[config.mk]
export PLATFORM = sky130hd
export DESIGN_NAME = inst_fetch_queue
export DESIGN_NICKNAME = d
export VERILOG_FILES = /design/src/rtl/inst_fetch_queue.sv
export SDC_FILE = /design/constraint.sdc
export NUM_CORES = 1
export LEC_CHECK = 0
export ABC_AREA = 1
export CAP_MARGIN = 20
export CORE_MARGIN = 2
export CORE_UTILIZATION = 56
export CTS_CLUSTER_DIAMETER = 120
export DETAILED_ROUTE_END_ITERATION = 6
export PLACE_DENSITY = 0.88
export SYNTH_ARGS = -nofsm -noshare
export SYNTH_HDL_FRONTEND = slang
export SYNTH_SLANG_ARGS = --single-unit
[constraint.sdc]
create_clock -name clk -period 6.1 [get_ports clk]
set_clock_uncertainty 0.15 [all_clocks]
set_input_delay 1.22 -clock clk [delete_from_list [all_inputs] [get_ports clk]]
set_output_delay 1.22 -clock clk [all_outputs]
set_load 0.01 [all_outputs]
[src/rtl/inst_fetch_queue.sv]
// inst_fetch_queue: instruction fetch stage of the 16-bit RISC core.
// Drives the PC unit (hold/increment/load/clear), issues one instruction-memory
// read per cycle while queue space allows, and buffers returned words together
// with their addresses for decode. Redirect/restart flush the queue and kill
// the in-flight read.
//
// Ports:
//   clk, rst              rising-edge clock, asynchronous active-high reset
//   pc_out                current PC from the PC unit
//   pc_counter            PC command: 00 hold, 01 inc, 10 load pc_target, 11 clear
//   pc_target             load value for the PC unit
//   imem_req/imem_addr    instruction memory read strobe and address
//   imem_rdata            read data, valid one cycle after imem_req
//   redirect/redirect_pc  taken branch/jump from execute and its target
//   restart               restart program from address 0
//   inst_valid/inst_ready head-entry handshake with decode
//   inst_word/inst_pc     head instruction word and its address
//   q_count               occupied queue entries
//
// Optional feature: define FETCH_BYPASS_EN to present a response directly to
// decode in its arrival cycle when the queue is empty.
module inst_fetch_queue #(
  parameter int unsigned DEPTH  = 4,
  parameter int unsigned ADDR_W = 16,
  parameter int unsigned DATA_W = 16
) (
  input  logic                    clk,
  input  logic                    rst,
  input  logic [ADDR_W-1:0]       pc_out,
  output logic [1:0]              pc_counter,
  output logic [ADDR_W-1:0]       pc_target,
  output logic                    imem_req,
  output logic [ADDR_W-1:0]       imem_addr,
  input  logic [DATA_W-1:0]       imem_rdata,
  input  logic                    redirect,
  input  logic [ADDR_W-1:0]       redirect_pc,
  input  logic                    restart,
  output logic                    inst_valid,
  input  logic                    inst_ready,
  output logic [DATA_W-1:0]       inst_word,
  output logic [ADDR_W-1:0]       inst_pc,
  output logic [$clog2(DEPTH):0]  q_count
);

  localparam int unsigned PTR_W = $clog2(DEPTH);
  localparam int unsigned CNT_W = PTR_W + 1;
  localparam int unsigned OCC_W = CNT_W + 1;

  localparam logic [1:0] PC_HOLD  = 2'b00;
  localparam logic [1:0] PC_INC   = 2'b01;
  localparam logic [1:0] PC_LOAD  = 2'b10;
  localparam logic [1:0] PC_CLEAR = 2'b11;

  // Queue storage and control state
  logic [ADDR_W-1:0] q_pc   [DEPTH];
  logic [DATA_W-1:0] q_word [DEPTH];
  logic [PTR_W-1:0]  rd_ptr;
  logic [PTR_W-1:0]  wr_ptr;
  logic [CNT_W-1:0]  count;
  logic              pending;
  logic [ADDR_W-1:0] pending_pc;

  logic              flush;
  logic              issue;
  logic              resp;
  logic              has_data;
  logic              push;
  logic              pop;
  logic [OCC_W-1:0]  occ;

  assign flush    = restart | redirect;
  assign has_data = (count != '0);
  // Returning data is only kept if no flush happens in its arrival cycle.
  assign resp     = pending & ~flush;
  // Committed occupancy: stored entries plus the read already in flight.
  assign occ      = OCC_W'(count) + OCC_W'(pending);
  assign issue    = ~rst & ~flush & (occ < OCC_W'(DEPTH));

  // PC unit command and memory request
  always_comb begin
    pc_counter = PC_HOLD;
    pc_target  = '0;
    imem_req   = 1'b0;
    imem_addr  = pc_out;
    if (rst) begin
      pc_counter = PC_HOLD;
    end else if (restart) begin
      pc_counter = PC_CLEAR;
    end else if (redirect) begin
      pc_counter = PC_LOAD;
      pc_target  = redirect_pc;
    end else if (issue) begin
      pc_counter = PC_INC;
      imem_req   = 1'b1;
    end
  end

`ifdef FETCH_BYPASS_EN
  logic byp;
  logic byp_taken;

  // Empty queue: the arriving response goes straight to decode.
  assign byp       = ~has_data & resp;
  assign byp_taken = byp & inst_ready;

  // Decode-side view: queue head, else the bypassed response
  always_comb begin
    inst_valid = (has_data | resp) & ~flush;
    inst_word  = '0;
    inst_pc    = '0;
    if (has_data) begin
      inst_word = q_word[rd_ptr];
      inst_pc   = q_pc[rd_ptr];
    end else if (byp) begin
      inst_word = imem_rdata;
      inst_pc   = pending_pc;
    end
  end

  assign push = resp & ~byp_taken;
`else
  // Decode-side view: queue head; zero while empty so reset shows 0
  always_comb begin
    inst_valid = has_data & ~flush;
    inst_word  = '0;
    inst_pc    = '0;
    if (has_data) begin
      inst_word = q_word[rd_ptr];
      inst_pc   = q_pc[rd_ptr];
    end
  end

  assign push = resp;
`endif

  assign pop     = inst_valid & inst_ready & has_data;
  assign q_count = count;

  // Pointers, occupancy and in-flight read tracking
  always_ff @(posedge clk or posedge rst) begin
    if (rst) begin
      rd_ptr     <= '0;
      wr_ptr     <= '0;
      count      <= '0;
      pending    <= 1'b0;
      pending_pc <= '0;
    end else if (flush) begin
      rd_ptr  <= '0;
      wr_ptr  <= '0;
      count   <= '0;
      pending <= 1'b0;
    end else begin
      pending <= issue;
      if (issue) begin
        pending_pc <= pc_out;
      end
      if (push) begin
        wr_ptr <= wr_ptr + PTR_W'(1);
      end
      if (pop) begin
        rd_ptr <= rd_ptr + PTR_W'(1);
      end
      case ({push, pop})
        2'b10:   count <= count + CNT_W'(1);
        2'b01:   count <= count - CNT_W'(1);
        default: count <= count;
      endcase
    end
  end

  // Entry storage; contents are only observed while counted as occupied
  always_ff @(posedge clk) begin
    if (push) begin
      q_pc[wr_ptr]   <= pending_pc;
      q_word[wr_ptr] <= imem_rdata;
    end
  end

  // The issue rule must keep occupancy within DEPTH
  a_no_overflow : assert property (@(posedge clk) disable iff (rst)
    !(push && !pop && (count == CNT_W'(DEPTH))));

endmodule

Word level (Yosys, flattened, before mapping):

Memory sizes are Yosys's and may differ from the RTL's.
Index checks and enable logic that the tools add are counted.

* add/sub/neg operators: 5
* $lt $le $gt $ge: 1
* equality and inequality tests: 2
* mux-type cells: 22
* bitwise gates (word level): 9
* reductions and logical operators: 5

Operator list (number)
* two-way mux 16 bit: 5
* two-way mux 2 bit: 7
* two-way mux 1 bit: 8
* AND 1 bit: 6
* one-hot mux 3 bit (2 select lines): 1
* nonzero test 3 bit: 2
* adder 2 x 1 -> 2 bit, second input constant: 2
* adder 3 x 1 -> 4 bit: 1
* < comparator 4 x 3 -> 1 bit, second input constant: 1
* nonzero test 2 bit: 2
* adder 3 x 1 -> 3 bit, second input constant: 1
* two-way mux 3 bit: 1
* subtractor 3 x 1 -> 3 bit, second input constant: 1
* equality test 2 x 1 -> 1 bit, second input constant: 1
* equality test 2 bit, second input constant: 1
* inverter 1 bit: 2
* AND reduction 2 bit: 1
* OR 1 bit: 1

* register bits: 24
* memory bits (writable): 128
* input bits: 53
* output and inout port bits: 71
* word-level logic and storage cells: 51
* memories kept: 2

Memory list
* q_pc: words 4, bits a word 16, rd ports 1, clocked after memory_dff 0, wr ports 1, RTL line 55 `logic [ADDR_W-1:0] q_pc [DEPTH];`
* q_word: words 4, bits a word 16, rd ports 1, clocked after memory_dff 0, wr ports 1, RTL line 56 `logic [DATA_W-1:0] q_word [DEPTH];`

Longest topological paths before layout:

Gate-level depths: netlist of run 1.

* depth after elaboration: 8
* depth in mapped cells: 11

Worst setup path before layout of run 1:

OpenSTA, ideal clock, no wires.

* kind: input to output
* from: input port rst
* to: output port pc_target[10]
* arrival: 2531 ps
* required time: 4730 ps
* slack: 2199 ps
* cell stages on the path: 4
* path buffers: 1
* cell sequence: inv_1 nand3_1 buf_2 nor2_1

* word-level cells in the longest chain between the ends: 1

Ends and longest elaborated chain
* start: declaration: RTL line 28 `input logic rst,`
* two-way mux 16 bit: RTL line 85 `if (rst) begin`
* end: declaration: RTL line 31 `output logic [ADDR_W-1:0] pc_target,`

No other way between the ends.

Worst setup path after layout of run 1:

* from: input port rst
* to: output port pc_target[14]

The elaborated chain is that of the path after synthesis.

==> results of run 1 <==
-- flip-flops by register name (all words and copies together), names as in the netlist --
register    flops
pending         1
pending_pc     16
q_count         3
q_pc           64
q_word         64
rd_ptr          2
wr_ptr          2
-- per-stage QoR --
stage | cell area [µm²] | setup slack, ps | util (%) | power [mW]
after floorplan | 6420 | 2200 | - | 1.31
after global placement | 7580 | 1420 | 66.9 | 1.42
after detailed placement | 7610 | 1350 | 67.2 | 1.43
after CTS | 8210 | 1340 | 72.5 | 2.49
after global routing | 8250 | 1080 | 72.9 | 2.55
final | 8250 | 1380 | 72.9 | 2.48
-- area by class of cell --
type / count / area share [%]
Inverter: 34 / 1.56
Clock inverter: 9 / 1.82
Tap cell: 143 / 2.17
Clock buffer: 22 / 5.51
Sequential cell: 152 / 53.9
Timing Repair Buffer: 129 / 16.0
Multi-Input combinational cell: 336 / 19.0
-- logic make-up after synthesis --
kind of cell / count (synthesis) / synth area share [%]
AO/OA/AOI/OAI: 104 / 8.28
buffers and inverters: 79 / 6.76
flip-flops: 152 / 69.2
adder cells (fa/ha/maj): 5 / 1.09
XOR/XNOR: 1 / 0.136
AND/OR/NAND/NOR: 226 / 14.5
-- metal layers --
layer	up-vias	wire length [µm]	GRT usage, %
met5	-	0	0
met4	0	222	7.90
met3	19	1040	6.62
met2	218	7490	41.7
met1	2112	5300	27.4
li1	2107	-	-
-- critical path: stages --
cell and delay, ps:
clkdlybuf4s50_1 450, inv_1 70, buf_4 340, nand3_1 480, nor2_1 240, clkdlybuf4s50_1 560
-- path summary, 6_finish.rpt --
kind                                      startpoint                endpoint  slack [ps]  cells past startpoint
hold / removal             pending_pc[7]$_DFFE_PP0P_    q_pc[1][7]$_DFFE_PP_         380                      0
max in group asynchronous                        rst   rd_ptr[0]$_DFFE_PP0P_        4410                      3
min in group asynchronous                        rst   wr_ptr[1]$_DFFE_PP0P_        1100                      3
setup reg to reg                   pending$_DFF_PP0_  q_word[2][8]$_DFFE_PP_        3870                      2
setup / recovery                                 rst           pc_target[14]        1380                      6
hold reg to reg            pending_pc[7]$_DFFE_PP0P_    q_pc[1][7]$_DFFE_PP_         380                      0
-- placed cells by master (no fill, tap or decap), types with 2 or more instances in the layout --
cell type / instances
buf_4: 3
ha_1: 4
nand2_1: 62
clkbuf_16: 17
bufinv_16: 4
o21ai_1: 23
nor2_4: 6
clkdlybuf4s50_1: 123
a21oi_1: 33
dfrtp_1: 23
nor2_1: 147
nand2_2: 3
o21ai_0: 44
inv_1: 30
buf_12: 2
clkinv_2: 3
edfxtp_1: 128
nand3_1: 4
nand4_4: 2
inv_2: 3
clkbuf_1: 4
-- power groups by stage --
stage / Sequential [mW] / Clock (mW) / Combinational, mW
finish: 1.20 / 1.07 / 0.217
global placement: 1.21 / 0 / 0.210
global route: 1.20 / 1.12 / 0.235
CTS: 1.19 / 1.07 / 0.219
detailed placement: 1.21 / 0 / 0.216
floorplan: 1.21 / 0 / 0.105
==> impl_metrics.json, run 1 <==
{
  "status": "finished clean",
  "syn_inst": 567,
  "dp.cells": 792,
  "cts-root-buf": "clkbuf_16",
  "core_area_um2": 11300,
  "internal-power_mw": 1.96,
  "gp_congestion": 0.766,
  "synth-edff-count": 128,
  "leakage_nw": 3.08,
  "grt_overflow": 0,
  "cts_setup_buffers": 0,
  "crit_fanout": 26,
  "numPortBuffers": 123,
  "grt_pass1_vias": 4621,
  "drv_cap": 0,
  "seq_area_um2": 4450,
  "rsz0062_at_grt": "false",
  "p_clk_share_pct": 43.1,
  "via_count": 4456,
  "dp_hpwl_mm": 8.06,
  "fmax_mhz": 212,
  "area_growth_pct": 28.5,
  "fin_crit_ps": 4720,
  "ir_worst_vdd_uv": 165,
  "syn-cell-area_um2": 6420,
  "antenna_found_initial": 0,
  "switching_share_pct": 20.9,
  "cts_buffer_depth": 2,
  "fp-row-count": 39,
  "hp-class": "reg2reg",
  "die_area_um2": 12300,
  "drt_first_pass_iters": 5,
  "die_w_um": 111,
  "p_comb_share_pct": 8.8,
  "routed_wl_mm": 14.0,
  "vias_per_cell": 5.40,
  "drcViolationCount": 0,
  "grt_use_total_pct": 23.4,
  "crit_required_ps": 4730,
  "cts_made_buffers": 17,
  "end_kind": "output pin",
  "holdWs_ps": 380,
  "start_util_pct": 56.7,
  "synth_nets": 625,
  "synth-seq-cells": 152,
  "ys_top_cells_by_count": "nor2_1, edfxtp_1, nand2_1",
  "antenna_cells": 0,
  "clk_latency_ps": 410,
  "tightest_slew_ps": 1040,
  "path_class": "in2out",
  "finalNonFillerCells": 825,
  "p_sw_uw": 517,
  "async_flop_share_pct": 15.8,
  "path_clk_slew_ps": 50,
  "cts_hold_buf": 0,
  "fill_cells": 711,
  "ys_types": 28,
  "io_pins": 124,
  "ctsResizeCount": 0,
  "hold_viol": 0,
  "post-route-period-util_pct": 77.4,
  "drv_slew": 0,
  "fp.dieH_um": 111,
  "synth_warnings": 0,
  "synth.most_common_cell": "nor2_1",
  "netlist.area_leader.share_pct": 59.9,
  "seqPwrFrac_pct": 48.2,
  "multi_input_area_um2": 1570,
  "tns_ps": 0,
  "dr.first_iter.drc_count": 471,
  "h-tree-depth": 4,
  "yosys-top-cells-area": "edfxtp_1, dfrtp_1, nor2_1",
  "synth_largest_area_cell": "edfxtp_1",
  "ys_seq_area_share_pct": 69.2,
  "slew_headroom_pct": 30.2,
  "cts.sinks": 152,
  "postRouteAntennaNets": 0,
  "drive_gt1_share_pct": 7.62,
  "worst_setup_path_start_kind": "primary input",
  "postSynthAreaPerCell_um2": 11.3,
  "powerDensity_nw_per_um2": 301,
  "setup_viol": 0,
  "grt_pass1_wl_mm": 22.1,
  "wl_per_cell_um": 17.0,
  "worst_ep_arrival_time_ps": 3350,
  "cts_tree": "done",
  "synthFlopType": "edfxtp_1",
  "grt_max_degree": 68,
  "nNetsFinal": 728
}
Note: power is estimated with default switching activity, not from simulation.
==> run 2: changes to the inputs <==
--- a/config.mk
+++ b/config.mk
@@ -8,10 +8,10 @@
 export ABC_AREA = 1
 export CAP_MARGIN = 20
 export CORE_MARGIN = 2
-export CORE_UTILIZATION = 56
+export CORE_UTILIZATION = 47
 export CTS_CLUSTER_DIAMETER = 120
 export DETAILED_ROUTE_END_ITERATION = 6
-export PLACE_DENSITY = 0.88
+export PLACE_DENSITY = 0.79
 export SYNTH_ARGS = -nofsm -noshare
 export SYNTH_HDL_FRONTEND = slang
 export SYNTH_SLANG_ARGS = --single-unit
==> constraint.sdc (replaced) <==
create_clock -name clk -period 3.9 [get_ports clk]
set_clock_uncertainty 0.15 [all_clocks]
set_input_delay 0.78 -clock clk [delete_from_list [all_inputs] [get_ports clk]]
set_output_delay 0.78 -clock clk [all_outputs]
set_load 0.01 [all_outputs]
==> run 2 against run 1 <==
Sequential power grew 56%. Critical path depth shrank 1. Wire length grew 3.2%. Sequential share of layout area shrank 0.34 points. Largest cell class unchanged. Register-to-register slack lost 2000 ps. Final area grew 0.64%. Largest power group unchanged. Critical endpoint is now pc_target[12]. Clock power grew 53%. Flip-flop and latch count is the same.
==> impl_metrics.json, run 2 (same netlist as run 1, synthesis figures left out) <==
{
  "cts-root-buf": "clkbuf_16",
  "multi_input_area_um2": 1570,
  "tightest_slew_ps": 742,
  "path_clk_slew_ps": 60,
  "seq_area_um2": 4450,
  "cts_buffer_depth": 2,
  "slew_headroom_pct": 50.5,
  "crit_fanout": 16,
  "cts_made_buffers": 17,
  "postRouteAntennaNets": 0,
  "crit_top_cell": "clkdlybuf4s50_1",
  "setup_viol": 0,
  "gp_congestion": 0.755,
  "grt_pass1_wl_mm": 22.9,
  "via_count": 4410,
  "use_met2_pct": 36.9,
  "dp_hpwl_mm": 8.82,
  "holdPathStages": 0,
  "clk_latency_ps": 410,
  "end_kind": "output pin",
  "h-tree-depth": 4,
  "die_area_um2": 14600,
  "cts_tree": "done",
  "fill_cells": 1026,
  "leakage_nw": 3.10,
  "reg_top3": "q_pc: 64 flops, q_word: 64 flops, pending_pc: 16 flops",
  "start_util_pct": 48.3,
  "max_stage_delay_ps": 580,
  "cts.sinks": 152,
  "drt_first_pass_iters": 4,
  "cp_top_family": "buffers and inverters",
  "powerDensity_nw_per_um2": 464,
  "use_met3_pct": 4.93,
  "ctsResizeCount": 0,
  "path_class": "in2out",
  "core_area_um2": 13300,
  "tns_ps": 0,
  "area_growth_pct": 29.3,
  "post-route-period-util_pct": 91.1,
  "grt_max_degree": 68,
  "numPortBuffers": 123,
  "fin_crit_ps": 3550,
  "ir_worst_vdd_uv": 333,
  "postPlaceCellArea_um2": 7700,
  "drive_gt1_share_pct": 8.73,
  "antenna_found_initial": 0,
  "drv_slew": 0,
  "io_pins": 124,
  "status": "finished clean",
  "cp_slowest_cell": "clkdlybuf4s50_1",
  "fp-row-count": 42,
  "antenna_cells": 0,
  "grt_overflow": 0,
  "design_area_um2": 8300,
  "pre_cts_slack_ps": 333,
  "die_w_um": 121,
  "gr-max-usage-layer": "met2",
  "drcViolationCount": 0,
  "crit_chain": "clkdlybuf4s50_1 -> inv_1 -> nand3_1 -> nor2_1 -> clkdlybuf4s50_1",
  "rsz0062_at_grt": "false",
  "wl_per_cell_um": 16.8,
  "worst_ep_arrival_time_ps": 2620,
  "worst-path-buf-inv": 3,
  "cts_hold_buf": 0,
  "fmax_mhz": 282,
  "layout_commonest_cell": "nor2_1",
  "worst_setup_path_start_kind": "primary input",
  "hp-class": "reg2reg",
  "grt_pass1_vias": 4587,
  "reg2regPathDepth": 11,
  "crit_required_ps": 2970,
  "routed_wl_mm": 14.5,
  "grt_util_met1_pct": 23.9,
  "fp.dieH_um": 121,
  "nNetsFinal": 732,
  "holdWs_ps": 372,
  "cts_setup_buffers": 0,
  "vias_per_cell": 5.11,
  "drv_cap": 0,
  "dr.first_iter.drc_count": 322,
  "path_depth": 5,
  "final.setup.worst_slack_ps": 349,
  "grt_use_total_pct": 20.6,
  "hold_viol": 0,
  "final_cell_mix": "nor2_1, edfxtp_1, clkdlybuf4s50_1, nand2_1, o21ai_0"
}
## run 2: area by class of cell
class	count	area share, %
sequential	152	53.5
inverter	34	1.55
clock buffer	20	5.38
clock inverter	12	1.82
multi-input combinational	336	18.9
timing repair buffer	133	16.1
tap	176	2.65
## run 2: per-layer routing
layer / vias up / share of wire [%]
li1: 2109 / -
met1: 2112 / 39
met2: 171 / 53
met3: 18 / 6.7
met4: 0 / 1.3
met5: - / 0
## run 2: power breakdown
group	total, mW	internal [mW]	switching, mW
Combinational	0.342	0.167	0.175
Clock	1.64	1.02	0.622
Sequential	1.87	1.82	0.0426
Total	3.85	3.01	0.840
## run 2: worst paths after layout
path	start	end	slack, ps
max in group asynchronous	rst	rd_ptr[0]$_DFFE_PP0P_	2580
min in group asynchronous	rst	q_count[2]$_DFFE_PP0P_	750
worst max-delay path	rst	pc_target[12]	350
worst min register to register	pending_pc[4]$_DFFE_PP0P_	q_pc[1][4]$_DFFE_PP_	370
worst min-delay path	pending_pc[4]$_DFFE_PP0P_	q_pc[1][4]$_DFFE_PP_	370
worst max register to register	q_count[0]$_DFFE_PP0P_	q_count[2]$_DFFE_PP0P_	1860
## run 2: per-stage QoR
stage / total power, mW / cells / utilization [%]
3_3_place_gp: 2.23 / 830 / 57.7
5_1_grt: 3.97 / 863 / 62.5
4_1_cts: 3.87 / 863 / 62.5
2_1_floorplan: 2.05 / 567 / -
6_report: 3.85 / 863 / 62.5
3_5_place_dp: 2.24 / 831 / 58.0
==> run 3: changes to the inputs <==
--- a/config.mk
+++ b/config.mk
@@ -9,6 +9,7 @@
 export CAP_MARGIN = 20
 export CORE_MARGIN = 2
 export CORE_UTILIZATION = 47
+export CTS_BUF_LIST = sky130_fd_sc_hd__clkbuf_16
 export CTS_CLUSTER_DIAMETER = 120
 export DETAILED_ROUTE_END_ITERATION = 6
 export PLACE_DENSITY = 0.79
==> run 3 against run 2 <==
Clock-buffer cell count decreased by 3. Combinational power about the same. Critical path depth unchanged. Final area is 0.12% lower. Flip-flop and latch count unchanged. Non-clock buffer count is the same. Register-to-register slack barely moved. Fmax did not move. Global-route usage about the same. Wire length barely moved. Critical path type unchanged. Largest cell class unchanged.
==> impl_metrics.json, run 3 (same netlist as run 1, synthesis figures left out) <==
{
  "ctsResizeCount": 0,
  "worst_ep_arrival_time_ps": 2620,
  "antenna_cells": 0,
  "die_w_um": 121,
  "p_comb_share_pct": 9.0,
  "drv_slew": 0,
  "dp_hpwl_mm": 8.82,
  "grt_pass1_wl_mm": 22.8,
  "crit_fanout": 16,
  "fp.dieH_um": 121,
  "cts-root-buf": "clkbuf_16",
  "cts_made_buffers": 17,
  "vias_per_cell": 5.13,
  "grt_max_degree": 68,
  "tns_ps": 0,
  "reg2reg_from": "q_count[0]$_DFFE_PP0P_",
  "hold_viol": 0,
  "crit_chain": "clkdlybuf4s50_1 -> inv_1 -> nand3_1 -> nor2_1 -> clkdlybuf4s50_1",
  "cts_tree": "done",
  "min_from": "pending_pc[15]$_DFFE_PP0P_",
  "cp_slowest_cell": "clkdlybuf4s50_1",
  "worst-path-buf-inv": 3,
  "max_stage_delay_ps": 580,
  "cts_hold_buf": 0,
  "hp-class": "reg2reg",
  "wl_per_cell_um": 16.8,
  "p_clk_share_pct": 42.2,
  "drive_gt1_share_pct": 8.59,
  "nNetsFinal": 732,
  "fill_cells": 1027,
  "p_sw_uw": 838,
  "h-tree-depth": 4,
  "crit_required_ps": 2970,
  "cp_top_family": "buffers and inverters",
  "die_area_um2": 14600,
  "via_count": 4426,
  "powerDensity_nw_per_um2": 461,
  "post-route-period-util_pct": 91.1,
  "final_cell_mix": "nor2_1, edfxtp_1, clkdlybuf4s50_1, nand2_1, o21ai_0",
  "cts_buffer_depth": 2,
  "antenna_found_initial": 0,
  "ir_worst_vdd_uv": 336,
  "rrSetupSlack_ps": 1860,
  "grt_use_total_pct": 20.6,
  "fmax_mhz": 282,
  "end_kind": "output pin",
  "reg_top3": "q_pc: 64 flops, q_word: 64 flops, pending_pc: 16 flops",
  "switching_share_pct": 21.9,
  "layout_commonest_cell": "nor2_1",
  "total_power_mw": 3.83,
  "grt_overflow": 0,
  "routed_wl_mm": 14.5,
  "internal-power_mw": 2.99,
  "start_util_pct": 48.3,
  "path_class": "in2out",
  "leakage_nw": 3.11,
  "fp-row-count": 42,
  "io_pins": 124,
  "cts.sinks": 152,
  "status": "finished clean",
  "worst_setup_path_start_kind": "primary input",
  "rsz0062_at_grt": "false",
  "drv_cap": 0,
  "path_clk_slew_ps": 50,
  "slew_headroom_pct": 50.5,
  "cts_setup_buffers": 0,
  "dr.first_iter.drc_count": 297,
  "drt_first_pass_iters": 5,
  "fin_crit_ps": 3550,
  "crit_top_cell": "clkdlybuf4s50_1",
  "startpoint": "rst",
  "gp_congestion": 0.755,
  "core_area_um2": 13300,
  "tightest_slew_ps": 741,
  "setup_viol": 0,
  "drcViolationCount": 0,
  "grt_pass1_vias": 4591,
  "area_growth_pct": 29.2,
  "numPortBuffers": 123,
  "seqPwrFrac_pct": 48.8,
  "postRouteAntennaNets": 0,
  "clk_latency_ps": 420
}
## run 3: worst reg2reg max path, cell delays in order, from the launching register on
cell and delay (ps):
dfrtp_1 470, nor2_1 160, nand2_2 130, nand3_4 130
nor2_4 50, fa_1 380, xnor2_1 200, inv_1 60
nand2_1 70, nand2_1 50, nand2_1 50, nand2_1 50
## run 3: layer usage
layer / up-vias / share of wire [%] / GRT usage, %
met3: 22 / 6.0 / 4.93
met5: - / 0 / 0
li1: 2110 / - / -
met1: 2138 / 40 / 23.9
met4: 0 / 1.5 / 7.34
met2: 156 / 53 / 36.9
## run 3: stage by stage
stage | util [%] | hold WS, ps | cell area (µm²) | worst slack, ps | cells
finish | 62.4 | 374 | 8290 | 349 | 863
global route | 62.4 | 393 | 8290 | 179 | 863
CTS | 62.4 | 371 | 8290 | 321 | 863
detailed placement | 58.0 | 357 | 7700 | 333 | 831
global placement | 57.7 | 338 | 7680 | 400 | 830
floorplan | - | 326 | 6420 | 791 | 567
## run 3: layout make-up
cell class	instances	area [µm²]	area share [%]
Tap cell	176	220	2.66
Timing Repair Buffer	133	1340	16.1
Clock inverter	15	163	1.96
Clock buffer	17	425	5.13
Inverter	34	129	1.55
Sequential cell	152	4450	53.6
Multi-Input combinational cell	336	1570	18.9
## run 3: power by group through the flow
stage | Combinational (mW) | Sequential (mW) | Clock, mW
6_report | 0.343 | 1.87 | 1.62
5_1_grt | 0.375 | 1.87 | 1.70
4_1_cts | 0.348 | 1.87 | 1.63
3_5_place_dp | 0.345 | 1.90 | 0
3_3_place_gp | 0.337 | 1.89 | 0
2_1_floorplan | 0.165 | 1.89 | 0
## run 3: final timing paths
kind | depth (start not counted) | to
min | 0 | q_pc[2][15]$_DFFE_PP_
max | 5 | pc_target[12]
max reg2reg | 11 | q_count[2]$_DFFE_PP0P_
max in group asynchronous | 3 | rd_ptr[0]$_DFFE_PP0P_
min reg2reg | 0 | q_pc[2][15]$_DFFE_PP_
min in group asynchronous | 3 | q_count[2]$_DFFE_PP0P_
